File: src/rtl/alu_74181_serial_if.sv
// Operand/result handshake bundle for the nibble-serial 74181 ALU.
// The master side is the host. The slave side is the ALU.
interface alu_74181_serial_if #(
    parameter int WIDTH = 16
);
    logic             in_valid;
    logic             in_ready;
    logic [WIDTH-1:0] a;
    logic [WIDTH-1:0] b;
    logic [3:0]       s;
    logic             m;
    logic             cn;
    logic             out_valid;
    logic             out_ready;
    logic [WIDTH-1:0] f;
    logic             cn4;
    logic             equal;
    logic             p;
    logic             g;

    modport master (
        output in_valid, a, b, s, m, cn, out_ready,
        input  in_ready, out_valid, f, cn4, equal, p, g
    );

    modport slave (
        input  in_valid, a, b, s, m, cn, out_ready,
        output in_ready, out_valid, f, cn4, equal, p, g
    );
endinterface

File: src/rtl/alu_74181_serial.sv
// Nibble-serial SN74181-style ALU. It computes one 4-bit slice per clock, LSB first.
// A registered ripple carry joins the slices, and the word propagate/generate terms are accumulated as the slices run.
module alu_74181_serial #(
    parameter int WIDTH = 16
) (
    input  logic              clk,
    input  logic              rst,
    alu_74181_serial_if.slave bus
);
    localparam int NIBBLES = WIDTH / 4;
    localparam int CW      = (NIBBLES > 1) ? $clog2(NIBBLES) : 1;
    localparam logic [CW-1:0] LAST = CW'(NIBBLES - 1);

    localparam logic [1:0] IDLE = 2'd0;
    localparam logic [1:0] BUSY = 2'd1;
    localparam logic [1:0] DONE = 2'd2;

    generate
        if ((WIDTH % 4) != 0 || WIDTH < 8) begin : g_bad_width
            $error("alu_74181_serial: WIDTH must be a multiple of 4 and >= 8");
        end
    endgenerate

    logic [1:0]       state;
    logic [CW-1:0]    cnt;
    logic [WIDTH-1:0] a_q;
    logic [WIDTH-1:0] b_q;
    logic [3:0]       s_q;
    logic             m_q;
    logic             carry;
    logic             pacc;
    logic             gacc;
    logic [WIDTH-1:0] f_q;
    logic             cn4_q;
    logic             equal_q;
    logic             p_q;
    logic             g_q;
    logic             out_valid_q;

    logic [3:0] an;
    logic [3:0] bn;
    logic [3:0] x;
    logic [3:0] y;
    logic [4:0] c;
    logic [3:0] slice_f;
    logic       slice_p;
    logic       slice_g;
    logic       pacc_next;
    logic       gacc_next;

    // One 74181 slice. x is the per-bit propagate term and y is the per-bit generate term (y implies x).
    // The sum is x ^ y ^ carry. Logic mode is the complement of x ^ y.
    always_comb begin
        an = a_q[{cnt, 2'b00} +: 4];
        bn = b_q[{cnt, 2'b00} +: 4];
        x  = '0;
        y  = '0;
        c  = '0;
        c[0] = carry;
        for (int i = 0; i < 4; i++) begin
            x[i]   = an[i] | (bn[i] & s_q[0]) | (~bn[i] & s_q[1]);
            y[i]   = (an[i] & ~bn[i] & s_q[2]) | (an[i] & bn[i] & s_q[3]);
            c[i+1] = y[i] | (x[i] & c[i]);
        end
        slice_f   = m_q ? ~(x ^ y) : (x ^ y ^ c[3:0]);
        slice_p   = &x;
        slice_g   = y[3] | (x[3] & y[2]) | (x[3] & x[2] & y[1]) | (x[3] & x[2] & x[1] & y[0]);
        pacc_next = pacc & slice_p;
        gacc_next = slice_g | (slice_p & gacc);
    end

    always_ff @(posedge clk) begin
        if (rst) begin
            state       <= IDLE;
            cnt         <= '0;
            a_q         <= '0;
            b_q         <= '0;
            s_q         <= '0;
            m_q         <= 1'b0;
            carry       <= 1'b0;
            pacc        <= 1'b1;
            gacc        <= 1'b0;
            f_q         <= '0;
            cn4_q       <= 1'b1;
            equal_q     <= 1'b0;
            p_q         <= 1'b1;
            g_q         <= 1'b1;
            out_valid_q <= 1'b0;
        end else begin
            case (state)
                IDLE: begin
                    if (bus.in_valid) begin
                        a_q     <= bus.a;
                        b_q     <= bus.b;
                        s_q     <= bus.s;
                        m_q     <= bus.m;
                        carry   <= ~bus.cn;
                        pacc    <= 1'b1;
                        gacc    <= 1'b0;
                        equal_q <= (bus.a == bus.b);
                        cnt     <= '0;
                        state   <= BUSY;
                    end
                end
                BUSY: begin
                    f_q[{cnt, 2'b00} +: 4] <= slice_f;
                    carry <= c[4];
                    pacc  <= pacc_next;
                    gacc  <= gacc_next;
                    cnt   <= cnt + 1'b1;
                    if (cnt == LAST) begin
                        // Flags are exposed active-low and forced inactive in logic mode.
                        cn4_q       <= m_q | ~c[4];
                        p_q         <= m_q | ~pacc_next;
                        g_q         <= m_q | ~gacc_next;
                        cnt         <= '0;
                        out_valid_q <= 1'b1;
                        state       <= DONE;
                    end
                end
                DONE: begin
                    if (bus.out_ready) begin
                        out_valid_q <= 1'b0;
                        state       <= IDLE;
                    end
                end
                default: state <= IDLE;
            endcase
        end
    end

    assign bus.in_ready  = (state == IDLE);
    assign bus.out_valid = out_valid_q;
    assign bus.f         = f_q;
    assign bus.cn4       = cn4_q;
    assign bus.equal     = equal_q;
    assign bus.p         = p_q;
    assign bus.g         = g_q;
endmodule

File: src/flat_wrapper.sv
// flat-port wrapper written by rule: the top's interface ports become plain ports
module alu_74181_serial_flat 
#(
    parameter int WIDTH = 16
)
  (clk, rst, bus_in_valid, bus_a, bus_b, bus_s, bus_m, bus_cn, bus_out_ready, bus_in_ready, bus_out_valid, bus_f, bus_cn4, bus_equal, bus_p, bus_g);
  alu_74181_serial_if #(.WIDTH(WIDTH)) bus_i ();
  input  logic clk;
  input  logic rst;
  input wire logic [$bits(bus_i.in_valid)-1:0] bus_in_valid;
  input wire logic [$bits(bus_i.a)-1:0] bus_a;
  input wire logic [$bits(bus_i.b)-1:0] bus_b;
  input wire logic [$bits(bus_i.s)-1:0] bus_s;
  input wire logic [$bits(bus_i.m)-1:0] bus_m;
  input wire logic [$bits(bus_i.cn)-1:0] bus_cn;
  input wire logic [$bits(bus_i.out_ready)-1:0] bus_out_ready;
  output wire logic [$bits(bus_i.in_ready)-1:0] bus_in_ready;
  output wire logic [$bits(bus_i.out_valid)-1:0] bus_out_valid;
  output wire logic [$bits(bus_i.f)-1:0] bus_f;
  output wire logic [$bits(bus_i.cn4)-1:0] bus_cn4;
  output wire logic [$bits(bus_i.equal)-1:0] bus_equal;
  output wire logic [$bits(bus_i.p)-1:0] bus_p;
  output wire logic [$bits(bus_i.g)-1:0] bus_g;
  assign bus_i.in_valid = bus_in_valid;
  assign bus_i.a = bus_a;
  assign bus_i.b = bus_b;
  assign bus_i.s = bus_s;
  assign bus_i.m = bus_m;
  assign bus_i.cn = bus_cn;
  assign bus_i.out_ready = bus_out_ready;
  assign bus_in_ready = bus_i.in_ready;
  assign bus_out_valid = bus_i.out_valid;
  assign bus_f = bus_i.f;
  assign bus_cn4 = bus_i.cn4;
  assign bus_equal = bus_i.equal;
  assign bus_p = bus_i.p;
  assign bus_g = bus_i.g;
  alu_74181_serial #(.WIDTH(WIDTH)) u_core (.clk(clk), .rst(rst), .bus(bus_i));
endmodule
File: config.mk
export PLATFORM = sky130hd
export DESIGN_NAME = alu_74181_serial_flat
export DESIGN_NICKNAME = d
export VERILOG_FILES = /design/src/rtl/alu_74181_serial_if.sv /design/src/rtl/alu_74181_serial.sv /design/src/flat_wrapper.sv
export SDC_FILE = /design/constraint.sdc
export NUM_CORES = 1
export LEC_CHECK = 0
export CAP_MARGIN = 20
export CORE_UTILIZATION = 48
export CTS_BUF_LIST = sky130_fd_sc_hd__clkbuf_4 sky130_fd_sc_hd__clkbuf_8
export CTS_CLUSTER_DIAMETER = 120
export DETAILED_ROUTE_END_ITERATION = 12
export MAX_ROUTING_LAYER = met4
export PLACE_DENSITY_LB_ADDON = 0.05
export SYNTH_ARGS = -nofsm -noshare
export SYNTH_HDL_FRONTEND = slang
export SYNTH_SLANG_ARGS = --single-unit
File: constraint.sdc
create_clock -name clk -period 2.4 [get_ports clk]
set_clock_uncertainty 0.05 [all_clocks]
set_input_delay 0.24 -clock clk [delete_from_list [all_inputs] [get_ports clk]]
set_output_delay 0.24 -clock clk [all_outputs]
set_load 0.02 [all_outputs]
Yosys cells after proc, flatten, opt, wreduce, memory -nomap -nowiden
Index checks and enable logic that the tools add are counted.
- register bits: 65
- output and inout bits: 22
- add/subtract/negate cells: 2
- equal/unequal tests: 7
- shift-type cells: 4
- mux-type cells: 18
- bitwise operators: 69
- reduce and logical (&&, ||, !) cells: 9
- operator list (operator ; number):
    1-bit AND ; 35
    16-bit by 5-bit variable part select with 4-bit output ; 2
    1-bit bitwise OR ; 23
    16-bit bitwise mux ; 1
    16-bit == test ; 1
    4-bit by 6-bit variable shift with 16-bit output (first input constant) ; 1
    4-bit by 6-bit variable part select with 16-bit output ; 1
    2-bit two-way mux ; 5
    1-bit inverter ; 8
    1-bit one-hot mux with 2 select lines ; 4
    4-bit bitwise XOR ; 2
    4-bit negation with 6-bit output ; 1
    2-bit one-hot mux with 3 select lines ; 1
    2-bit AND reduction ; 3
    3-bit AND reduction ; 2
    1-bit two-way mux ; 5
    2-bit == test (second input constant) ; 2
    4-bit two-way mux ; 1
    2-bit inequality test (second input constant) ; 2
    4-bit inverter ; 1
    2-bit one-hot mux with 2 select lines ; 1
    4-bit AND reduction ; 1
    2-bit nonzero test ; 2
    2-bit by 1-bit adder with 2-bit output (second input constant) ; 1
    3 further kinds ; 3

Longest topological paths before layout
Gate-level depths: netlist of the first run.
- word-level depth: 14
- gate-level depth with buffers: 10
- mapped depth without buffers: 8

Worst setup path after synthesis of the first run
Ideal clock, no wire load.
- path type: reg-to-reg
- start: register u_core.cnt[0]
- end: register u_core.f_q[15] (netlist: u_core.bus.f[15])
- library setup time: 0.059 ns
- arrival: 2.510 ns
- required time: 2.291 ns
- slack: -0.219 ns
- cell stages (with the launch flop): 11
- path buffers: 2
- clock period less this slack: 2.619 ns
- cells stage by stage: dfxtp_1 buf_6 buf_2 inv_1 ha_1 nor4b_1 nand2_1 nor3b_1 nor4bb_1 a211oi_1 nand2_1
- longest elaborated chain between the ends: 14
- ends and longest elaborated chain (element ; line ; RTL):
    start: declaration ; alu_74181_serial.sv:25 ; logic [CW-1:0] cnt;
    start signal: assignment ; alu_74181_serial.sv:110 ; cnt <= cnt + 1'b1;
    16-bit by 5-bit variable part select with 4-bit output ; alu_74181_serial.sv:55 ; bn = b_q[{cnt, 2'b00} +: 4];
    1-bit AND or 1-bit inverter (tied branches) ; alu_74181_serial.sv:61, alu_74181_serial.sv:62 ;
    1-bit bitwise OR, or another cell as far along ; alu_74181_serial.sv:61 ; x[i] = an[i] | (bn[i] & s_q[0]) | (~bn[i] & s_q[1]);
    1-bit bitwise OR or 1-bit AND (tied branches) ; alu_74181_serial.sv:61, alu_74181_serial.sv:62 ;
    1-bit AND or 1-bit bitwise OR (tied branches) ; alu_74181_serial.sv:63, alu_74181_serial.sv:62 ;
    1-bit bitwise OR ; alu_74181_serial.sv:63 ; c[i+1] = y[i] | (x[i] & c[i]);
    1-bit AND ; alu_74181_serial.sv:63 ;
    1-bit bitwise OR ; alu_74181_serial.sv:63 ;
    1-bit AND ; alu_74181_serial.sv:63 ;
    1-bit bitwise OR ; alu_74181_serial.sv:63 ;
    4-bit bitwise XOR ; alu_74181_serial.sv:65 ; slice_f = m_q ? ~(x ^ y) : (x ^ y ^ c[3:0]);
    4-bit two-way mux ; alu_74181_serial.sv:65 ;
    4-bit by 6-bit variable part select with 16-bit output ; alu_74181_serial.sv:106 ; f_q[{cnt, 2'b00} +: 4] <= slice_f;
    16-bit bitwise mux (*) ; alu_74181_serial.sv:106 ;
    end signal: indexed assignment ; alu_74181_serial.sv:106 ;
    end: declaration ; alu_74181_serial.sv:33 ; logic [WIDTH-1:0] f_q;
Every way passes the cells marked *; elsewhere a longest branch is shown, timed or not.
A chain may end at the register's enable or synchronous reset.

Worst setup path after layout of the first run
- start: register u_core.cnt[0]
- end: register u_core.f_q[7] (netlist: u_core.bus.f[7])
The elaborated chain is that of the path after synthesis.

==> results by stage, run 1 <==
Drt:
- The wire length per cell after detailed routing is 16.1 microns.
- The number of detailed-route iterations in the first pass is 9.
- After detailed routing, the number of remaining DRC violations is 6.
- The detail route stage leaves a number of antenna-violating nets equal to 0.
- The aggregate routed wire length is 8.68 mm.
- The starting DRC count in detailed routing is 201.
- Using the TritonRoute via totals, the vias-per-cell ratio works out to 5.63.
- The final route contains 3030 vias.

Worst setup path:
- In this run the critical register-to-register path is launched from u_core.cnt[0]$_SDFFE_PP0P_.
- Along the worst path, the maximum fanout reaches 9.
- The worst setup path is of the flip-flop to flip-flop kind.
- The largest single stage delay on the critical path is 0.58 ns.
- The data arrival time at the worst-slack endpoint is 2.50 ns.
- Measured in cells, the most critical reg-to-reg path has a length of 7.
- The signal on the critical path passes through buf_12, mux4_2, mux2_4, mux2i_4, nor4_1, a211oi_1, nand2_1.
- The register-to-register setup slack is 0.08 ns.
- The slowest stage of the critical path belongs to the cell mux4_2.
- The category of the worst setup path launch point is a flip-flop.
- At the worst endpoint, the required time is 2.57 ns.
- The kind of end point of the critical path is a flip-flop.
- The endpoint of the most critical register-to-register path is u_core.bus.f[7]$_SDFFE_PP0P_.

Synth:
- The cell count after synthesis came out at 380.
- The number of distinct standard cells referenced by the synthesized netlist is 47.
- The per-instance average area after synthesis is 8.59 sq um.
- Yosys attributes the largest share of cell area to dfxtp_1 (40%), nand2_1 (10%), a21oi_1 (8.1%), xnor2_1 (5.1%), mux2i_1 (4.3%).
- The net count after synthesis is 428.
- The cell area after technology mapping is 3270 sq um.
- Summing the sequential cell areas from Yosys gives 39.8% of the chip area.
- The prevailing post-synth register cell is dfxtp_1.
- The yosys synthesis warning count is 0.
- dfxtp_1 takes more of the synthesized area than any other cell.
- Synthesis inferred 65 register bits.
- After synthesis, the share of flip-flops with an asynchronous set or reset is 0%.
- The share of synthesized area in the top cell type comes to 39.8%.
- Counting flops with a built-in enable in the synthesized netlist gives 0.

Power:
- The static leakage is 1.66 nW.
- The sequential power share is 44.9%.
- The cell area power density is 602 nW/um^2.
- The cell internal power dissipation is 1.90 mW.
- The worst voltage drop across the vdd grid is 0.438 mV.
- In this run, the combinational gates consume 18.9% of the power.
- In this run the power spent charging and discharging nets is 708 uW.
- The clock network accounts for 36.2% of the total power.
- The total design power is 2.61 mW.
- The proportion of total power due to net switching is 27.1%.

Global routing:
- The via count of the first global-routing pass is 2832.
- The initial antenna violation count is 0.
- The total global routing track utilization is 26.1%.
- The first global-routing pass estimated 14.2 mm of wire.
- The residual overflow from global routing is 0.
- The maximum number of pins on one net before global-route repair is 48.

Clock network:
- In this run the number of H-tree levels came out at 3.
- The clock passes through at most 2 buffers.
- In this run, CTS created clock tree buffers numbering 9.
- The post-CTS clock slew at the launch and capture registers of the worst setup and hold paths is 0.07 ns.
- TritonCTS built the clock tree.
- The clock root buffer is clkbuf_8.
- At the later pin of the worst-skew pair, clock insertion delay measures 0.34 ns.
- The clock drives 65 sinks.

Hold path:
- The classification of the worst-slack hold path is input pin to flip-flop.
- The number of cells on the worst hold path is 2.
- The path with the worst hold slack has its endpoint at u_core.carry$_SDFFE_PP0P_.
- The hold path startpoint is rst.

Timing:
- Setup violations remaining at the end of the flow were counted as 0.
- The number of pins with negative max-slew slack in the final report was 0.
- The slew of the pin with the lowest slew margin is 0.707 ns.
- The smallest clock period supported by the final layout is computed as 2.32 ns.
- Setup repair after global routing left no endpoint under its margin.
- The tightest slew margin relative to the limit is 52.8%.
- The final hold violation count was 0.
- Timing would allow up to 430 MHz.
- The final critical path takes up 96.8% of the cycle.

Place:
- The wire-length estimate of the detail-placed layout is 6.38 mm.
- Routability-driven placement finished with a final weighted congestion of 0.829.
- After detailed placement, the design holds a cell count of 517.
- The quantity of I/O buffers inserted on ports is 63.

Layout:
- The area overhead of the layout relative to synthesis is 33.0%.
- In the final layout, the share of cells above drive strength 1 is 13.4%.
- Counting the fill cells in the layout gives 552.
- The number of antenna diodes in the final layout is 0.
- Once layout is complete, the cells apart from fillers number 538.
- The final layout contains 504 nets.

Status:
- The final reports fail on DRC.
- The run finished, with violations left.

Die:
- In this run the standard cell core region covers 6460 sq um.
- Pin placement for this block handled 64 I/O pins.
- The initial utilization of the core area, before any placement, comes to 50.6%.
- The die is 84.5 microns wide.
- The die covers 7140 sq um.
- The number of placement rows is 29.
- The floorplan step set the die height to 84.5 microns.

Job:
- The tool flagged a number of max-cap violations equal to 0.
-- state kept, by name, indices dropped and copies added (netlist names) --
register              flops
u_core.gacc               1
u_core.a_q               16
u_core.state              2
u_core.b_q               16
u_core.cnt                2
u_core.s_q                4
u_core.bus.p              1
u_core.bus.g              1
u_core.pacc               1
u_core.bus.out_valid      1
u_core.carry              1
u_core.m_q                1
u_core.bus.equal          1
u_core.bus.f             16
u_core.bus.cn4            1
-- layer usage --
metal | vias to the layer above | wire, microns | global-route usage (%)
met1 | 1427 | 4210 | 36.3
met5 | - | 0 | -
met3 | 12 | 522 | 6.00
met4 | 0 | 94 | 6.47
li1 | 1487 | - | -
met2 | 104 | 3850 | 38.5
-- synth_stat cells, drive strengths merged, types with 4 or more instances --
library cell and count:
nand2 89, dfxtp 65, a21oi 53, xnor2 19, clkbuf 17, mux2i 16
nor2 16, a22o 12, and3 8, a211oi 7, nand4 7, ha 6
mux4 6, nand2b 5, nor2b 5, buf 4, nor3 4, nor4 4
-- area by class of cell --
class	count	area [sq um]	share of cell area, %
clock buffers	13	160	3.69
clock inverters	3	40.0	0.922
inverters	3	11.3	0.259
multi-input cells	292	1910	44.0
flip-flops and latches	65	1310	30.1
well taps	77	96.3	2.22
repair buffers	85	820	18.9
-- cell usage in the layout, fill, tap and decap left out, drive strengths merged, types with 2 or more instances in the layout --
cell type,count
xnor2,19
buf,23
mux4,6
nor3b,3
a21o,3
nor2,16
a21oi,53
nor2b,5
nand2b,5
a31oi,3
o21ai,2
o21bai,3
ha,6
nor3,4
nor4,4
a211oi,7
mux2,3
nand4,7
clkbuf,13
and4,2
clkdlybuf4s50,62
dfxtp,65
or2,2
clkinv,2
mux2i,17
nand2,89
and3,8
inv,3
a22o,12
a22oi,2
-- what timing repair did --
action                     in CTS  in global routing
setup endpoints to repair       8                  7
setup buffers                   1                  3
pin swaps                       0                  1
gates cloned                    1                  0
resized for setup               3                  5
hold buffers                    0                  0
-- power groups by stage --
| stage | Sequential [mW] | Combinational, mW | Clock [mW] |
|---|---|---|---|
| after floorplan | 1.18 | 0.286 | 0 |
| after CTS | 1.17 | 0.480 | 0.960 |
| after global placement | 1.20 | 0.458 | 0 |
| after detailed placement | 1.20 | 0.463 | 0 |
| after global routing | 1.18 | 0.537 | 1.00 |
| final | 1.17 | 0.493 | 0.946 |
-- cell families (layout without fill, tap and decap cells) --
| kind of cell | Yosys count | in the layout | share of synthesized area (%) |
|---|---|---|---|
| AOI/OAI and AO/OA | 90 | 90 | 17.7 |
| xor gates and xnor gates | 19 | 19 | 5.10 |
| adders and majority gates | 6 | 6 | 2.30 |
| buffers and inverters | 24 | 104 | 3.18 |
| DFF | 65 | 65 | 39.8 |
| muxes | 25 | 26 | 10.6 |
| and+or+nand+nor | 151 | 151 | 21.3 |
-- through the flow --
stage	util (%)	hold slack, ns	setup WS, ns	TNS (ns)	cell area [sq um]
final	67.2	0.179	0.0765	0	4340
after CTS	66.6	0.166	0.0408	0	4300
after detailed placement	63.0	0.400	-0.102	-0.654	4070
after global routing	67.2	0.184	0.0122	0	4340
after floorplan	-	0.326	0.0445	0	3280
after global placement	63.0	0.390	-0.00495	-0.00495	4070
-- how the worst max path moves through the flow --
stage / startpoint / to / slack (ns) / depth (start not counted)
6_report: u_core.cnt[0]$_SDFFE_PP0P_ / u_core.bus.f[7]$_SDFFE_PP0P_ / 0.08 / 7
5_1_grt: u_core.cnt[0]$_SDFFE_PP0P_ / u_core.bus.f[11]$_SDFFE_PP0P_ / 0.01 / 7
4_1_cts: u_core.cnt[0]$_SDFFE_PP0P_ / u_core.bus.f[3]$_SDFFE_PP0P_ / 0.04 / 8
3_5_place_dp: u_core.cnt[0]$_SDFFE_PP0P_ / u_core.bus.f[2]$_SDFFE_PP0P_ / -0.10 / 7
3_3_place_gp: u_core.cnt[0]$_SDFFE_PP0P_ / u_core.bus.f[15]$_SDFFE_PP0P_ / -0.005 / 7
2_1_floorplan: u_core.cnt[0]$_SDFFE_PP0P_ / u_core.bus.f[15]$_SDFFE_PP0P_ / 0.04 / 10
-- critical path, delay by kind of cell, from the launching register on --
family | cells | cell delay [ns]
AO/OA/AOI/OAI | 1 | 0.24
buffers and inverters | 1 | 0.13
AND/OR/NAND/NOR | 2 | 0.18
multiplexers | 3 | 1.22
flip-flops | 1 | 0.39
Note: power is estimated with default switching activity, not from simulation.
==> run 2, diff against run 1 <==
--- a/config.mk
+++ b/config.mk
@@ -5,6 +5,7 @@
 export SDC_FILE = /design/constraint.sdc
 export NUM_CORES = 1
 export LEC_CHECK = 0
+export ABC_CLOCK_PERIOD_IN_PS = 2400
 export CAP_MARGIN = 20
 export CORE_UTILIZATION = 48
 export CTS_BUF_LIST = sky130_fd_sc_hd__clkbuf_4 sky130_fd_sc_hd__clkbuf_8
==> results of run 2 <==
Same layout as run 1: the final DEF is identical, and so are final timing and power.
==> run 3, diff against run 2 <==
--- a/config.mk
+++ b/config.mk
@@ -11,8 +11,10 @@
 export CTS_BUF_LIST = sky130_fd_sc_hd__clkbuf_4 sky130_fd_sc_hd__clkbuf_8
 export CTS_CLUSTER_DIAMETER = 120
 export DETAILED_ROUTE_END_ITERATION = 12
+export GPL_ROUTABILITY_DRIVEN = 0
 export MAX_ROUTING_LAYER = met4
-export PLACE_DENSITY_LB_ADDON = 0.05
+export PLACE_DENSITY = 0.81
+export REMOVE_ABC_BUFFERS = 1
 export SYNTH_ARGS = -nofsm -noshare
 export SYNTH_HDL_FRONTEND = slang
 export SYNTH_SLANG_ARGS = --single-unit
==> run 3 against run 2 <==
The run still ends with DRC left. Sequential power barely moved. Hold slack improved by 0.22 ns. Design area is 0.23% lower. Sequential share of layout area about the same. Non-clock buffer count shrank 1. Critical endpoint is now u_core.bus.f[14]$_SDFFE_PP0P_.
==> results by stage, run 3 (synthesized netlist as in run 1, its figures left out) <==
Power:
- The relative contribution of the clock network to total power is 36.2% (about the same).
- The proportion of total power due to net switching is 27.3% (+0.21 points).
- The power spent charging and discharging nets was 716 uW (+1.1%).
- The worst voltage drop across the vdd grid is 0.372 mV (-15%).
- The sequential power share is 44.6% (-0.3 points).
- The static leakage is 1.65 nW (-0.32%).
- The cell internal power dissipation came to 1.91 mW (about the same).
- The combinational share of power was 19.2% (+0.3 points).
- The cell area power density came to 605 nW/um^2 (+0.58%).

Place:
- The total half-perimeter wirelength after legalization and detailed placement is 5.79 mm (-9.3%).
- The placed standard-cell area came to 4010 sq um (-1.4%).
- The cell count after placement is 514 (-0.58%).
- The quantity of I/O buffers inserted on ports came to 63 (unchanged).

Layout:
- In the layout the commonest cells are nand2_1 (89), dfxtp_1 (63), clkdlybuf4s50_1 (62), a21oi_1 (53), buf_4 (20).
- The area overhead of the layout relative to synthesis is 32.7%.
- The filler-free cell count of the finished design is 537 (-0.19%).
- The fraction of layout instances using a drive strength above 1 is 14.1% (+0.68 points).
- The finished layout cell area is 4330 sq um (-0.23%).
- The count of nets after finishing is 503 (-0.20%).
- The antenna cell count was 0 (unchanged).
- The leading cell type in the layout, fill and taps excluded is nand2_1.

Drt:
- The via density per instance is 5.67 (+0.75%).
- The number of vias in the routed layout is 3047 (+0.56%).
- The DRC violation count after routing is 2 (-4).
- The number of nets with antenna violations after detailed routing is 0 (unchanged).
- The wire length per cell after detailed routing is 15.9 microns (-1.4%).
- The starting DRC count in detailed routing is 183 (-9.0%).
- The number of detailed-route iterations in the first pass was 9 (unchanged).
- The aggregate routed wire length is 8.54 mm (-1.6%).

Clock network:
- The clock tree from TritonCTS is built.
- The number of clock sinks came to 65 (unchanged).
- The post-CTS clock slew at the launch and capture registers of the worst setup and hold paths came to 0.07 ns (about the same).
- The maximum level of the CTS H-tree is 3 (unchanged).
- The number of clock buffers inserted by TritonCTS was 9 (unchanged).
- The later-pin clock latency in the skew report is 0.34 ns (about the same).
- The largest buffer count on any clock path is 2 (unchanged).
- The tree is rooted in a clkbuf_8.
- The quantity of hold-fixing buffers added after cts is 0 (unchanged).

Global routing:
- The initial antenna violation count is 0 (unchanged).
- The residual overflow from global routing came to 0 (unchanged).
- The maximum number of pins on one net before global-route repair came to 56 (+17%).
- The via count of the first global-routing pass came to 2986 (+5.4%).
- The total global routing track utilization is 25.8% (-0.35 points).
- The global-route wire length before repair came to 14.2 mm (-0.34%).

Timing:
- The final hold violation count came to 0 (unchanged).
- The ratio of final minimum period to clock period is 99.2% (+2.4 points).
- The count of final setup violators is 0 (unchanged).
- The clock period minus final worst setup slack is 2.38 ns (+0.0582 ns).
- The number of pins with negative max-slew slack in the final report is 0 (unchanged).
- The upper clock frequency limit is 420 MHz (-2.4%).
- The tightest slew margin relative to the limit is 62.8% (+10 points).
- The slew of the pin with the lowest slew margin is 0.558 ns (-0.150 ns).
- Setup repair after global routing could not meet its margin everywhere.

Worst setup path:
- The register-to-register setup slack is 0.02 ns (-0.06 ns).
- The depth of the worst register-to-register path is 7 (unchanged).
- The data arrival time at the worst-slack endpoint is 2.62 ns (+0.12 ns).
- The category of the worst setup path launch point is a flip-flop.
- The setup path with the least slack is of type flip-flop to flip-flop.
- The worst setup path is captured at a flip-flop.
- The startpoint identified for the worst register-to-register timing path is u_core.cnt[0]$_SDFFE_PP0P_.
- The data required time of the critical path is 2.63 ns (+0.06 ns).
- In this run the critical register-to-register path is captured at u_core.bus.f[14]$_SDFFE_PP0P_.
- The maximum fanout encountered on the critical timing path is 6 (-3).

Die:
- The die extent in y is 84.5 microns (unchanged).
- The number of top-level pins is 64 (unchanged).
- The die extent in x is 84.5 microns (unchanged).
- The area of the core region was 6460 sq um (unchanged).
- The number of placement rows is 29 (unchanged).
- The die area is 7140 sq um (unchanged).
- The effective utilization at floorplan was 50.6% (unchanged).

Hold path:
- The hold path startpoint is bus_m.
- The worst hold path belongs to the class input pin to flip-flop.
- The number of cells on the worst hold path is 3 (+1).
- The worst hold path terminates at u_core.m_q$_SDFFE_PP0P_.

Status:
- The flow ran to the end, but the final reports show violations.
- The checks that failed: DRC.

Job:
- The max-cap violation count was 0 (unchanged).
run 3: layout make-up:
type                    instances  area, sq um
fillers                       526         2130
multi-input cells             292         1930
flip-flops and latches         65         1300
repair buffers                 84          787
clock buffers                  13          160
well taps                      77         96.3
clock inverters                 3         40.0
inverters                       3         11.3
run 3: repair_timing:
action / 4_1_cts / 5_1_grt
endpoints found under the hold margin: 0 / 0
gates cloned: 0 / 1
endpoints found under the setup margin: 10 / 16
buffers inserted: 2 / 4
pin swaps: 1 / 5
gates resized for setup: 3 / 10
run 3: layer usage:
layer / part of all wire (%) / global-route usage [%] / vias up
li1: - / - / 1490
met1: 43 / 31.6 / 1444
met2: 50 / 42.8 / 94
met3: 4.9 / 3.83 / 19
met4: 1.9 / 10.0 / 0
met5: 0 / - / -
run 3: power by group through the flow:
stage / Sequential (mW) / Clock (mW) / Combinational (mW)
after global placement: 1.19 / 0 / 0.449
final: 1.17 / 0.948 / 0.504
after global routing: 1.17 / 1.00 / 0.546
after CTS: 1.17 / 0.951 / 0.469
after detailed placement: 1.19 / 0 / 0.459
after floorplan: 1.19 / 0 / 0.248
run 3: through the flow:
stage | power [mW] | TNS [ns] | utilization, % | worst slack [ns] | hold slack (ns)
floorplan | 1.44 | -1.23 | - | -0.335 | 0.259
global placement | 1.64 | 0 | 62.0 | 0.00238 | 0.391
detailed placement | 1.65 | -0.277 | 62.0 | -0.0549 | 0.394
CTS | 2.59 | 0 | 65.6 | 0.00727 | 0.397
global route | 2.72 | -0.365 | 67.1 | -0.0799 | 0.418
finish | 2.62 | 0 | 67.1 | 0.0183 | 0.395
run 3: worst max-delay path, stage by stage (launching register included):
cell	delay, ns
dfxtp_2	0.34
buf_6	0.13
mux4_2	0.57
mux2i_4	0.23
a22oi_2	0.36
a211oi_2	0.16
xnor2_2	0.31
a22o_1	0.17
run 3: worst max-delay path by stage:
stage	from	endpoint	slack, ns
2_1_floorplan	u_core.cnt[0]$_SDFFE_PP0P_	u_core.bus.f[15]$_SDFFE_PP0P_	-0.34
3_3_place_gp	u_core.cnt[1]$_SDFFE_PP0P_	u_core.bus.f[2]$_SDFFE_PP0P_	0.002
3_5_place_dp	u_core.cnt[1]$_SDFFE_PP0P_	u_core.bus.f[15]$_SDFFE_PP0P_	-0.05
4_1_cts	u_core.cnt[0]$_SDFFE_PP0P_	u_core.bus.f[3]$_SDFFE_PP0P_	0.007
5_1_grt	u_core.cnt[0]$_SDFFE_PP0P_	u_core.bus.f[14]$_SDFFE_PP0P_	-0.08
6_report	u_core.cnt[0]$_SDFFE_PP0P_	u_core.bus.f[14]$_SDFFE_PP0P_	0.02
